**config.mk**
```make
export PLATFORM = sky130hd
export DESIGN_NAME = rpn_sequencer
export DESIGN_NICKNAME = d
export VERILOG_FILES = /design/src/rtl/rpn_pkg.sv /design/src/rtl/rpn_sequencer.sv
export SDC_FILE = /design/constraint.sdc
export NUM_CORES = 1
export LEC_CHECK = 0
export CAP_MARGIN = 20
export CORE_ASPECT_RATIO = 0.8
export CORE_MARGIN = 4
export CORE_UTILIZATION = 54
export CTS_BUF_LIST = sky130_fd_sc_hd__clkbuf_16
export DETAILED_ROUTE_END_ITERATION = 16
export GPL_TIMING_DRIVEN = 0
export PLACE_DENSITY = 0.85
export SLEW_MARGIN = 0
export SYNTH_ARGS = -nofsm -noshare
export SYNTH_HDL_FRONTEND = slang
export SYNTH_SLANG_ARGS = --single-unit
```
**constraint.sdc**
```tcl
create_clock -name clk -period 5.11 [get_ports clk]
set_clock_uncertainty 0.15 [all_clocks]
set_input_delay 1.2775 -clock clk [delete_from_list [all_inputs] [get_ports clk]]
set_output_delay 1.2775 -clock clk [all_outputs]
set_load 0.05 [all_outputs]
```
**src/rtl/rpn_pkg.sv**
```systemverilog
// rtl/rpn_pkg.sv - stack opcodes, error codes and FSM states for rpn_sequencer
package rpn_pkg;

  localparam logic [2:0] OP_NOP  = 3'b000;
  localparam logic [2:0] OP_ADD  = 3'b100;
  localparam logic [2:0] OP_MUL  = 3'b101;
  localparam logic [2:0] OP_PUSH = 3'b110;
  localparam logic [2:0] OP_POP  = 3'b111;

  typedef enum logic [1:0] {
    ERR_OK        = 2'b00,
    ERR_UNDERFLOW = 2'b01,
    ERR_FULL      = 2'b10,
    ERR_LEFTOVER  = 2'b11
  } rpn_err_e;

  typedef enum logic [2:0] {
    S_IDLE,
    S_RUN,
    S_FINAL,
    S_CAPTURE,
    S_DRAIN_TOK,
    S_DRAIN_STK,
    S_RESULT
  } rpn_state_e;

endpackage

```
**src/rtl/rpn_sequencer.sv**
```systemverilog
// rtl/rpn_sequencer.sv - drives a stack unit from a reverse-Polish token stream
// Define RPN_OVF_TRAP_EN to abort an expression on arithmetic overflow.
module rpn_sequencer
  import rpn_pkg::*;
#(
  parameter int DEPTH = 256,
  parameter int WIDTH = 8
) (
  input  logic             clk,
  input  logic             rst_n,
  input  logic             tok_valid,
  output logic             tok_ready,
  input  logic             tok_is_op,
  input  logic             tok_op,
  input  logic [WIDTH-1:0] tok_value,
  input  logic             tok_last,
  output logic [2:0]       stk_opcode,
  output logic [WIDTH-1:0] stk_input_data,
  input  logic [WIDTH-1:0] stk_output_data,
  input  logic             stk_empty,
  input  logic             stk_full,
  input  logic             stk_overflow,
  output logic             res_valid,
  input  logic             res_ready,
  output logic [WIDTH-1:0] res_data,
  output logic [1:0]       res_err,
  output logic             res_ovf
);

  localparam int DW = $clog2(DEPTH + 1);
  localparam logic [DW-1:0] DEPTH_MAX = DW'(DEPTH);
  localparam logic [DW-1:0] ONE = DW'(1);
  localparam logic [DW-1:0] TWO = DW'(2);

  rpn_state_e       state, state_nxt;
  rpn_err_e         err, err_nxt;
  logic [DW-1:0]    depth, depth_nxt;
  logic [2:0]       opcode_nxt;
  logic [WIDTH-1:0] data_nxt, res_data_nxt;
  logic             ovf, ovf_nxt;
  logic             arith_d;
  logic             tok_fire, ovf_hit, trap, tok_bad;

  assign tok_fire = tok_valid & tok_ready;
  // arith_d marks the cycle in which the stack's overflow flag belongs to our last ADD/MUL
  assign ovf_hit  = arith_d & stk_overflow;
`ifdef RPN_OVF_TRAP_EN
  assign trap = ovf_hit;
`else
  assign trap = 1'b0;
`endif

  assign res_err = err;
  assign res_ovf = ovf;

  always_comb begin
    state_nxt    = state;
    depth_nxt    = depth;
    opcode_nxt   = OP_NOP;
    data_nxt     = stk_input_data;
    res_data_nxt = res_data;
    err_nxt      = err;
    ovf_nxt      = ovf | ovf_hit;
    tok_ready    = 1'b0;
    res_valid    = 1'b0;
    tok_bad      = 1'b0;
    case (state)
      S_IDLE: state_nxt = S_RUN;
      S_RUN: begin
        tok_ready = 1'b1;
        if (tok_fire) begin
          if (trap) begin
            tok_bad = 1'b1;
          end else if (!tok_is_op) begin
            if (depth == DEPTH_MAX) begin
              tok_bad = 1'b1;
              err_nxt = ERR_FULL;
            end else begin
              opcode_nxt = OP_PUSH;
              data_nxt   = tok_value;
              depth_nxt  = depth + ONE;
            end
          end else if (depth < TWO) begin
            tok_bad = 1'b1;
            err_nxt = ERR_UNDERFLOW;
          end else begin
            opcode_nxt = tok_op ? OP_MUL : OP_ADD;
            depth_nxt  = depth - ONE;
          end
          if (tok_bad) state_nxt = tok_last ? S_DRAIN_STK : S_DRAIN_TOK;
          else if (tok_last) state_nxt = S_FINAL;
        end else if (trap) begin
          state_nxt = S_DRAIN_TOK;
        end
      end
      S_FINAL: begin
        if (trap) begin
          state_nxt = S_DRAIN_STK;
        end else if (depth == ONE) begin
          opcode_nxt = OP_POP;
          depth_nxt  = '0;
          state_nxt  = S_CAPTURE;
        end else begin
          err_nxt   = ERR_LEFTOVER;
          state_nxt = (depth != '0) ? S_DRAIN_STK : S_RESULT;
        end
      end
      S_CAPTURE: begin
        // Wait until the POP has been sampled so stk_output_data is the popped value
        if (trap) begin
          state_nxt = S_RESULT;
        end else if (stk_opcode != OP_POP) begin
          res_data_nxt = stk_output_data;
          state_nxt    = S_RESULT;
        end
      end
      S_DRAIN_TOK: begin
        tok_ready = 1'b1;
        if (tok_fire && tok_last) state_nxt = S_DRAIN_STK;
      end
      S_DRAIN_STK: begin
        if (depth != '0) begin
          opcode_nxt = OP_POP;
          depth_nxt  = depth - ONE;
        end else begin
          state_nxt = S_RESULT;
        end
      end
      S_RESULT: begin
        res_valid = 1'b1;
        if (res_ready) begin
          err_nxt      = ERR_OK;
          ovf_nxt      = 1'b0;
          res_data_nxt = '0;
          state_nxt    = S_RUN;
        end
      end
      default: state_nxt = S_IDLE;
    endcase
  end

  always_ff @(posedge clk or negedge rst_n) begin
    if (!rst_n) begin
      state          <= S_IDLE;
      err            <= ERR_OK;
      depth          <= '0;
      stk_opcode     <= OP_NOP;
      stk_input_data <= '0;
      res_data       <= '0;
      ovf            <= 1'b0;
      arith_d        <= 1'b0;
    end else begin
      state          <= state_nxt;
      err            <= err_nxt;
      depth          <= depth_nxt;
      stk_opcode     <= opcode_nxt;
      stk_input_data <= data_nxt;
      res_data       <= res_data_nxt;
      ovf            <= ovf_nxt;
      arith_d        <= (stk_opcode == OP_ADD) || (stk_opcode == OP_MUL);
    end
  end

`ifndef SYNTHESIS
  // The stack lags our counter by the opcode still waiting to be sampled
  logic [DW:0] stk_depth;
  always_comb begin
    stk_depth = {1'b0, depth};
    case (stk_opcode)
      OP_PUSH:                stk_depth = stk_depth - 1'b1;
      OP_ADD, OP_MUL, OP_POP: stk_depth = stk_depth + 1'b1;
      default:                ;
    endcase
  end

  a_empty_match: assert property (@(posedge clk) disable iff (!rst_n)
    (stk_depth == '0) == stk_empty);
  a_full_match: assert property (@(posedge clk) disable iff (!rst_n)
    (stk_depth == (DW+1)'(DEPTH)) == stk_full);
`endif

endmodule
```
==> summary.md, run 1 <==
| Metric | Value |
|---|---|
| Number of antenna repair diodes | 0 |
| Power density over cell area | 779 mW/mm2 |
| Count of antenna-violating nets left after detailed routing | 0 |
| Final worst-path cycle share | 75.8% |
| Number of maximum-capacitance violations | 0 |
| Number of library cell types mapped by synthesis | 61 |
| Met3 Routed Length | about 600 um |
| Instance count along the most critical hold path | 1 |
| Achievable clock frequency | 0.258 GHz |
| Peak VDD IR | 0.415 mV |
| Prevailing post-synth register cell | dfrtp_1 |
| Worst EP required | 3.68 ns |
| Core Box Area | approximately 0.0039 mm2 |
| H-tree depth reported by CTS | 2 |
| Initial drt markers | 264 |
| DIE WIDTH | 79.8 um |
| Share of cells above drive strength 1 | between 10 and 15% |
| Static power due to leakage | 1.22 nW |
| Post-synthesis share of cell area spent on full adders, half adders and majority gates | under 10% |
| First-pass GRT wire length | approximately 10000 um |
| Share of the synthesized netlist area taken by xor and xnor gates | 0.393% |
| Post-DP HPWL | ~4400 um |
| Final Hold Violating Endpoints | 0 |
| Max transition margin | 40.9% |
| Syn Std Cell Area | 0.00223 mm2 |
| RR Startpoint | depth[1] |
| Final Core Density | 76.2% |
| Detail Route met2 WL | 2660 um |
| Worst Path Arrival | 2.44 ns |
| Result of the run | completed |
| Fraction of registers with async set/reset | 100% |
| Area leader, netlist | dfrtp_1 |
| Share of synthesized cell area in and, or, nand and nor gates | 22.7% |
| Pin count of the biggest net entering global routing | 36 |
| Final Net Count | approximately 330 |
| GR Util All Layers | about a quarter |
| Synth area leaders | dfrtp_1 (39%), mux2_2 (5.1%), nand2_1 (4.7%) |
| Post CTS Setup Buffer Count | 0 |
| TritonCTS clock tree | yes |
| Hold Path Class | reg2reg |
| Unrepaired setup endpoints after global routing | false |
| Initial Util | 57.5% |
| Remaining DRCs | 0 |
| Routed length per instance | 17.6 um |
| Number of enable-type register cells in the synthesized netlist | 0 |
| Largest family of logic cells by synthesized area | compound AO/OA/AOI/OAI gates |
| Clock buffer count from CTS | 5 |
| Worst slew pin tran | between 0.8 and 0.9 ns |
| Deepest clock path buffer count | 2 |
| Crit path capture type | output pin |
| Critical Path Source Type | flop |
| Sequential cell area fraction in the yosys report | 39.3% |
| Post-Synthesis Mean Instance Area | 9.25 um2 |
| Source of the critical timing path | state[2] |
| Met1 Routed Length | 2820 um |
| Max FO, Critical Path | 10 |
| Number of antenna violations at the first check in global routing | 0 |
| Synthesized netlist net count | 271 |
| Hold wc startpoint | stk_opcode[1] |
| Clock insertion delay at the later pin of the skew report | 0.28 ns |
| Quantity of hold-fixing buffers added after cts | 0 |
| Post-route minimum period | about 3.9 ns |
| Number of global-route vias before repair | approximately 2.1k |
| Number of input and output port buffers inserted | 47 |
| Height of the die | 65.5 um |
| Mux cell area share after synthesis | 5.95% |
| Overall routed net length | about 6000 um |
| Worst R2R Path Depth | 9 |
| Number of instances in the synthesized netlist | 241 |
| Number of sinks handled by clock tree synthesis | 35 |
| Number of top-level design ports | 50 |
| Total global routing overflow | 0 |
| Number of cell rows | 20 |
| Detailed Routing Iterations Pass 1 | 5 |
| Flip-flop and latch count after synthesis | 35 |
| Fill count | 288 |
| Critical Setup Path Class | reg2out |
| Warnings, synthesis | 0 |
| Setup-violating endpoint count in the final report | 0 |
| Layout area overhead | 32.6% |
| Die Outline Area | 0.00523 mm2 |
| Highest metal layer used by the detailed router | met4 |
| Clock transition at the registers of the reported paths | 0.06 ns |
| Routed vias | around 2.2k |
| Routability Congestion | 0.999 |
| Share of the synthesized area in the top cell type | just under 40% |
| Vias per cell | 6.21 |
| Buffer type at the clock tree root | clkbuf_16 |
| Cells resized by post-CTS repair | 0 |
| Post-route setup TNS | 0 ns |
| Final max-slew violation count | 0 |
| Share of the synthesized area in compound gates (AO/OA/AOI/OAI) | about a quarter |
## through the flow
stage | instances | total power [mW] | hold WS, ns | area (um2) | worst slack, ns
after detailed placement | 343 | 1.87 | 0.289 | 2760 | 1.49
after global routing | 351 | 2.44 | 0.318 | 2960 | 1.14
final | 351 | 2.30 | 0.307 | 2960 | 1.24
after CTS | 351 | 2.29 | 0.303 | 2960 | 1.23
after floorplan | 241 | 1.49 | 0.341 | 2230 | 2.03
after global placement | 343 | 1.85 | 0.284 | 2770 | 1.48
## cells in the mapped netlist, types with 2 or more instances
master    instances
mux2i_1           2
nand3b_1          4
nor3b_1           2
ha_1              4
nand2b_1          4
a31oi_1           4
o22ai_1           6
nand3_1           8
o21ai_1           2
and2_1            3
and3_1            2
o21ai_2           2
a21o_1            2
o211a_1           2
clkbuf_1          7
o32ai_1           2
nand2_1          28
a221oi_1          2
dfrtp_1          35
buf_6             3
a21oi_1          15
mux2_2           10
nor3_1            7
or3b_2            2
o31ai_1           2
o21ai_0          16
nor4_1            2
inv_1             8
buf_2             2
nor2_1           17
or2_2             5
and3b_1           2
## where the power goes
part	switching (mW)	internal, mW
registers	0.101	0.409
clock network	0.119	0.279
logic	0.895	0.499
## routing by layer
metal / vias to the layer above / global-route usage, %
li1: 998 / -
met1: 1048 / 36.5
met2: 118 / 37.5
met3: 14 / 7.67
met4: 0 / 8.02
met5: - / 0
## kinds of logic (layout without fill, tap and decap cells)
family                     Yosys count  in the layout
DFF                                 35             35
and+or+nand+nor                     94             94
adders and majority gates            4              4
AOI/OAI and AO/OA                   73             73
buffers and inverters               22             77
muxes                               12             12
xor gates and xnor gates             1              1
## critical path, stage by stage, from the launching register on
cell and delay (ns):
dfrtp_1 0.31, clkbuf_1 0.27, clkbuf_1 0.38, nand2b_1 0.15
a21oi_1 0.21, clkdlybuf4s50_1 0.83
## cell usage in the layout (no fill, tap or decap), types with 4 or more instances in the layout
cell and count:
clkbuf_16 5, nand3b_1 4, mux2_2 10, inv_1 8, nand2_1 28, clkdlybuf4s50_1 46
clkbuf_1 7, a31oi_1 4, nand3_1 8, ha_1 4, or2_2 5, nand2b_1 4
dfrtp_1 35, a21oi_1 15, nor3_1 7, o21ai_0 16, o22ai_1 6, nor2_1 17
## sequential cells by signal, indices dropped and copies added, names as in the netlist
register	cells
arith_d	1
stk_input_data	8
depth	9
res_err	2
stk_opcode	3
res_ovf	1
res_data	8
state	3
## worst paths after layout
kind | slack, ns | to
max reg2reg | 2.15 | depth[7]
max | 1.24 | tok_ready
max in group asynchronous | 3.39 | depth[4]
min in group asynchronous | 0.92 | stk_input_data[3]
min | 0.31 | arith_d
min reg2reg | 0.31 | arith_d
## cell type report
type	instances	area (um2)	share of cell area [%]
buffer	13	77.6	2.62
inverter	9	33.8	1.14
timing repair buffer	47	465	15.7
multi-input combinational	184	1240	42.0
clock buffer	5	125	4.23
clock inverter	3	67.6	2.29
sequential	35	876	29.6
tap	55	68.8	2.33
No activity file was read; power rests on OpenSTA's default activity.
==> run 2, diff against run 1 <==
Settings changed: CORE_UTILIZATION 54 to 51, PLACE_DENSITY 0.85 to 0.81.
Clock period 5.11 ns to 3.88 ns, I/O delays scaled along.
==> run 2 against run 1 <==
Against the previous run: die area is 5.2% higher; largest power group unchanged; worst setup slack worse by 0.79 ns; global-route usage is 3.1 points lower; sequential power is 31% higher; first-iteration DRC count is 3.4% higher; clock power is 5.0% lower.
==> summary.md, run 2 (same netlist as run 1, synthesis figures left out) <==
| Metric | Value |
|---|---|
| Result of the run | completed |
| Top Registers | depth x9, res_data x8, stk_input_data x8 |
| Critical Setup Path Class | reg2out |
| Final-layout worst hold slack | 0.302 ns |
| Die Outline Area | 0.00550 mm2 |
| Combinational fraction of design power | 63.3% |
| Leading cell type in the layout, fill and taps excluded | clkdlybuf4s50_1 |
| Critical Path Source Type | flop |
| Placed cell count | between 300 and 400 |
| Count of antenna-violating nets left after detailed routing | 0 |
| Initial Util | 53.0% |
| RR Startpoint | depth[1] |
| Remaining DRCs | 0 |
| Post-DP HPWL | 4400 um |
| H-tree depth reported by CTS | 2 |
| Share of cells above drive strength 1 | ~14% |
| Hold Path Class | reg2reg |
| Cells resized by post-CTS repair | 0 |
| Worst slew pin tran | 0.762 ns |
| Routability Congestion | 0.982 |
| Total area of multi-input combinational cells | 0.00124 mm2 |
| Number of input and output port buffers inserted | 47 |
| Reg with most FFs | depth |
| Clock buffer count from CTS | 5 |
| Number of antenna violations at the first check in global routing | 0 |
| Routed vias | 2085 |
| Post-route setup TNS | 0 ns |
| Worst Path Arrival | between 2 and 2.5 ns |
| Number of cell rows | 21 |
| Number of maximum-capacitance violations | 0 |
| Worst EP required | 2.76 ns |
| Clock network fraction of total power | 13.2% |
| Final instance count without filler cells | 353 |
| Buffers & Inverters on Critical Path | 3 |
| Static power due to leakage | 1.20 nW |
| Final worst-path cycle share | 88.6% |
| Hold wc startpoint | stk_opcode[1] |
| Max transition margin | 49.2% |
| Post-route minimum period | 3.44 ns |
| Post CTS Setup Buffer Count | 0 |
| Setup-violating endpoint count in the final report | 0 |
| Unrepaired setup endpoints after global routing | false |
| Initial drt markers | 273 |
| Final max-slew violation count | 0 |
| Seq. cell area | 876 um2 |
| Final Net Count | between 300 and 400 |
| DIE WIDTH | 81.9 um |
| Setup slack after layout | ~0.44 ns |
| Core Box Area | approximately 0.0042 mm2 |
| Number of global-route vias before repair | 1953 |
| Layout area overhead | 30.4% |
| Share of total power consumed by net switching | 50.0% |
| Most frequent cells in the layout | clkdlybuf4s50_1 (46), dfrtp_1 (35), nand2_1 (28), nor2_1 (17), o21ai_0 (16) |
| Fill count | approximately 350 |
| Pin count of the biggest net entering global routing | 36 |
| Buffer type at the clock tree root | clkbuf_16 |
| Non-Filler Cell Area, Final | 0.00291 mm2 |
| TritonCTS clock tree | yes |
| Detailed Routing Iterations Pass 1 | 4 |
| Placed Instance Area | between 0.002 and 0.003 mm2 |
| Worst-case setup slack after placement | between 0.5 and 0.6 ns |
| Maximum cell stage delay along the critical path | 0.83 ns |
| Power density over cell area | 983 mW/mm2 |
| Height of the die | 67.1 um |
| Number of flip-flops under the largest register name | 9 |
| Routed length per instance | 16.2 um |
| GR Util All Layers | 22.6% |
| Source of the critical timing path | state[1] |
| Number of top-level design ports | 50 |
| Max FO, Critical Path | 10 |
| Total power draw | 2.86 mW |
| Worst path cell trace | clkbuf_1 -> nand3b_1 -> inv_1 -> clkdlybuf4s50_1 |
| Peak VDD IR | approximately 0.56 mV |
| Switching pwr | around 1.4 mW |
| Clock transition at the registers of the reported paths | 0.05 ns |
| Number of sinks handled by clock tree synthesis | 35 |
| Crit path capture type | output pin |
| Quantity of hold-fixing buffers added after cts | 0 |
| Internal Pwr Total | approximately 1.4 mW |
| Final Core Density | 69.1% |
| Deepest clock path buffer count | 2 |
| Vias per cell | 5.91 |
| Family of cells with the greatest summed delay on the critical path | buffers and inverters |
| Number of antenna repair diodes | 0 |
| Achievable clock frequency | 0.291 GHz |
| First-pass GRT wire length | roughly 9400 um |
| Final Hold Violating Endpoints | 0 |
| Clock insertion delay at the later pin of the skew report | 0.28 ns |
| Overall routed net length | 5710 um |
| Total global routing overflow | 0 |
| Worst-path cell with the longest stage delay | clkdlybuf4s50_1 |
| Sequential share of power | 23.4% |
[run 2: worst register-to-register path, stage by stage (launching register included)]
cell and delay, ns:
dfrtp_1 0.48, inv_1 0.23, ha_1 0.30, nor4bb_1 0.45, a211oi_4 0.22, a2111oi_4 0.61, inv_2 0.08, buf_6 0.17
a21oi_2 0.12, a21oi_1 0.05
[run 2: final timing paths]
check / endpoint / slack [ns] / depth (start not counted)
max: res_valid / 0.44 / 4
min: arith_d / 0.30 / 1
max reg2reg: depth[7] / 0.92 / 9
min reg2reg: arith_d / 0.30 / 1
max in group asynchronous: depth[7] / 2.49 / 1
min in group asynchronous: res_data[5] / 0.61 / 1
[run 2: cell type report]
class	count	area share, %
multi-input combinational	184	42.7
sequential	35	30.1
timing repair buffer	47	16.0
clock buffer	5	4.30
buffer	13	2.67
tap	57	2.45
inverter	9	1.16
clock inverter	3	0.517
[run 2: layer usage]
metal / share of wire [%] / vias to the layer above / GRT usage (%) / wire length (um)
li1: - / 1001 / - / -
met1: 46 / 982 / 31.6 / 2650
met2: 45 / 93 / 34.8 / 2580
met3: 7.0 / 9 / 4.27 / 398
met4: 1.4 / 0 / 8.30 / 81
met5: 0 / - / 0 / 0
[run 2: power by group through the flow]
stage,sequential [mW],clock [mW],combinational (mW)
finish,0.670,0.378,1.81
global route,0.692,0.397,1.96
CTS,0.668,0.383,1.80
detailed placement,0.674,0,1.80
global placement,0.661,0,1.77
floorplan,1.02,0,0.938
==> run 3, diff against run 2 <==
Settings changed: CORE_UTILIZATION 51 to 37, PLACE_DENSITY 0.81 to unset, REMOVE_ABC_BUFFERS set to 1, SETUP_SLACK_MARGIN set to 0.15.
==> run 3 against run 2 <==
Against the previous run: final area down 1.5%; first-iteration DRC count decreased by 53%; non-clock buffer count decreased by 13; register-to-register slack worse by 0.17 ns; fmax shrank 3.5%; routed wire length is 0.42% higher; count of clock-buffer cells in the layout unchanged; flip-flop and latch count did not move; sequential share of layout area is 0.45 points higher; cell count up 2.3%; clock power rose by 7.7%; sequential power rose by 16%.
==> summary.md, run 3 (same netlist as run 1, synthesis figures left out) <==
| Metric | Value |
|---|---|
| Pin count of the biggest net entering global routing | 36 |
| Vias per cell | 5.48 |
| Share of cells above drive strength 1 | 13.1% |
| Detailed Routing Iterations Pass 1 | 4 |
| Buffer type at the clock tree root | clkbuf_16 |
| Setup-violating endpoint count in the final report | 0 |
| Number of input and output port buffers inserted | 47 |
| Instance count along the most critical hold path | 1 |
| Post-route minimum period | 3.56 ns |
| RR Startpoint | depth[1] |
| Number of sinks handled by clock tree synthesis | 35 |
| Max transition margin | 45.7% |
| Number of antenna violations at the first check in global routing | 0 |
| Final Hold Violating Endpoints | 0 |
| Number of flip-flops under the largest register name | 9 |
| Clock buffer count from CTS | 5 |
| Worst Path Arrival | 2.44 ns |
| Result of the run | completed |
| Power density over cell area | 971 mW/mm2 |
| Number of cell rows | 24 |
| Clock transition at the registers of the reported paths | 0.06 ns |
| Critical register-to-register path endpoint | depth[7] |
| Final Core Density | roughly half |
| Reg2reg setup slack | 0.75 ns |
| End point of the worst hold path | arith_d |
| Core Box Area | roughly 0.0056 mm2 |
| Overall routed net length | 5740 um |
| Initial Util | around two fifths |
| Layout area overhead | 28.5% |
| Routed vias | 1978 |
| Peak VDD IR | 0.478 mV |
| Reg with most FFs | depth |
| Max FO, Critical Path | 24 |
| Achievable clock frequency | 0.281 GHz |
| Hold Path Class | reg2reg |
| Height of the die | 77.4 um |
| First-pass GRT wire length | between 9000 and 10000 um |
| Crit path capture type | output pin |
| Worst-path cell with the longest stage delay | clkdlybuf4s50_1 |
| Worst EP required | roughly 2.8 ns |
| Final max-slew violation count | 0 |
| DIE WIDTH | 94.8 um |
| Buffers & Inverters on Critical Path | 2 |
| Worst R2R Path Depth | 8 |
| Worst slew pin tran | 0.814 ns |
| Final Net Count | between 300 and 400 |
| Number of top-level design ports | 50 |
| Unrepaired setup endpoints after global routing | false |
| Top Registers | depth x9, res_data x8, stk_input_data x8 |
| Number of antenna repair diodes | 0 |
| Maximum cell stage delay along the critical path | 0.83 ns |
| Routability Congestion | 0.855 |
| Hold wc startpoint | stk_opcode[1] |
| Number of global-route vias before repair | 1837 |
| Most frequent cells in the layout | clkdlybuf4s50_1 (46), dfrtp_1 (35), nand2_1 (28), nor2_1 (17), o21ai_0 (16) |
| Post CTS Setup Buffer Count | 0 |
| Leading cell type in the layout, fill and taps excluded | clkdlybuf4s50_1 |
| Remaining DRCs | 0 |
| Post-DP HPWL | 4170 um |
| TritonCTS clock tree | yes |
| Total global routing overflow | 0 |
| Final worst-path cycle share | 91.7% |
| Routed length per instance | approximately 16 um |
| Worst path cell trace | nand3b_1 -> inv_1 -> clkdlybuf4s50_1 |
| Number of maximum-capacitance violations | 0 |
| Family of cells with the greatest summed delay on the critical path | buffers and inverters |
| H-tree depth reported by CTS | 2 |
| Clock insertion delay at the later pin of the skew report | 0.28 ns |
| Initial drt markers | 128 |
| Deepest clock path buffer count | 2 |
| Count of antenna-violating nets left after detailed routing | 0 |
| Die Outline Area | 0.00734 mm2 |
| Post-route setup TNS | 0 ns |
| Critical Path Source Type | flop |
| Static power due to leakage | between 1 and 1.5 nW |
| GR Util All Layers | 16.7% |
| Critical Setup Path Class | reg2out |
-- run 3: area by class of cell --
class	instances	area, um2
fillers	553	2780
clock inverters	3	23.8
well taps	78	97.6
inverters	9	33.8
flip-flops and latches	35	876
repair buffers	47	465
clock buffers	5	125
multi-input cells	184	1240
-- run 3: routing by layer --
| layer | track usage (%) | share of wire, % |
|---|---|---|
| met1 | 25.4 | 51 |
| met2 | 23.2 | 42 |
| met3 | 3.97 | 6.2 |
| met4 | 5.33 | 1.7 |
| met5 | 0 | 0 |
-- run 3: worst max path at each step --
stage / from / end / slack, ns / depth (start not counted)
floorplan: state[0] / tok_ready / 1.21 / 2
global placement: tok_is_op / depth[4] / 0.29 / 7
CTS: state[1] / res_valid / 0.29 / 3
detailed placement: tok_is_op / depth[4] / 0.29 / 7
finish: state[0] / res_valid / 0.32 / 3
global route: state[0] / res_valid / 0.15 / 3
-- run 3: what timing repair did --
item | 4_1_cts | 5_1_grt
resized for setup | 0 | 0
hold buffers | 0 | 0
setup endpoints to repair | 0 | 1
-- run 3: stage by stage --
stage / setup WS [ns] / hold WS [ns] / cells / area, um2 / power [mW]
after floorplan: 1.21 / 0.341 / 228 / 2150 / 1.88
after global placement: 0.290 / 0.299 / 353 / 2720 / 2.37
after detailed placement: 0.294 / 0.309 / 353 / 2720 / 2.38
after CTS: 0.294 / 0.319 / 361 / 2860 / 2.80
after global routing: 0.154 / 0.351 / 361 / 2860 / 2.99
final: 0.321 / 0.321 / 361 / 2860 / 2.78
-- run 3: worst register-to-register path: stages, from the launching register on --
cell and delay [ns]:
dfrtp_1 0.49, inv_1 0.23, ha_1 0.30, nor4bb_1 0.43, a211oi_4 0.22, a2111oi_4 0.66
inv_2 0.28, a21oi_2 0.18, a21oi_1 0.05
-- run 3: where the power goes --
group	switching, mW	internal [mW]	leakage, nW
Sequential	0.241	0.536	0.436
Clock	0.167	0.240	0.0664
Combinational	1.00	0.596	0.658
Total	1.41	1.37	1.16
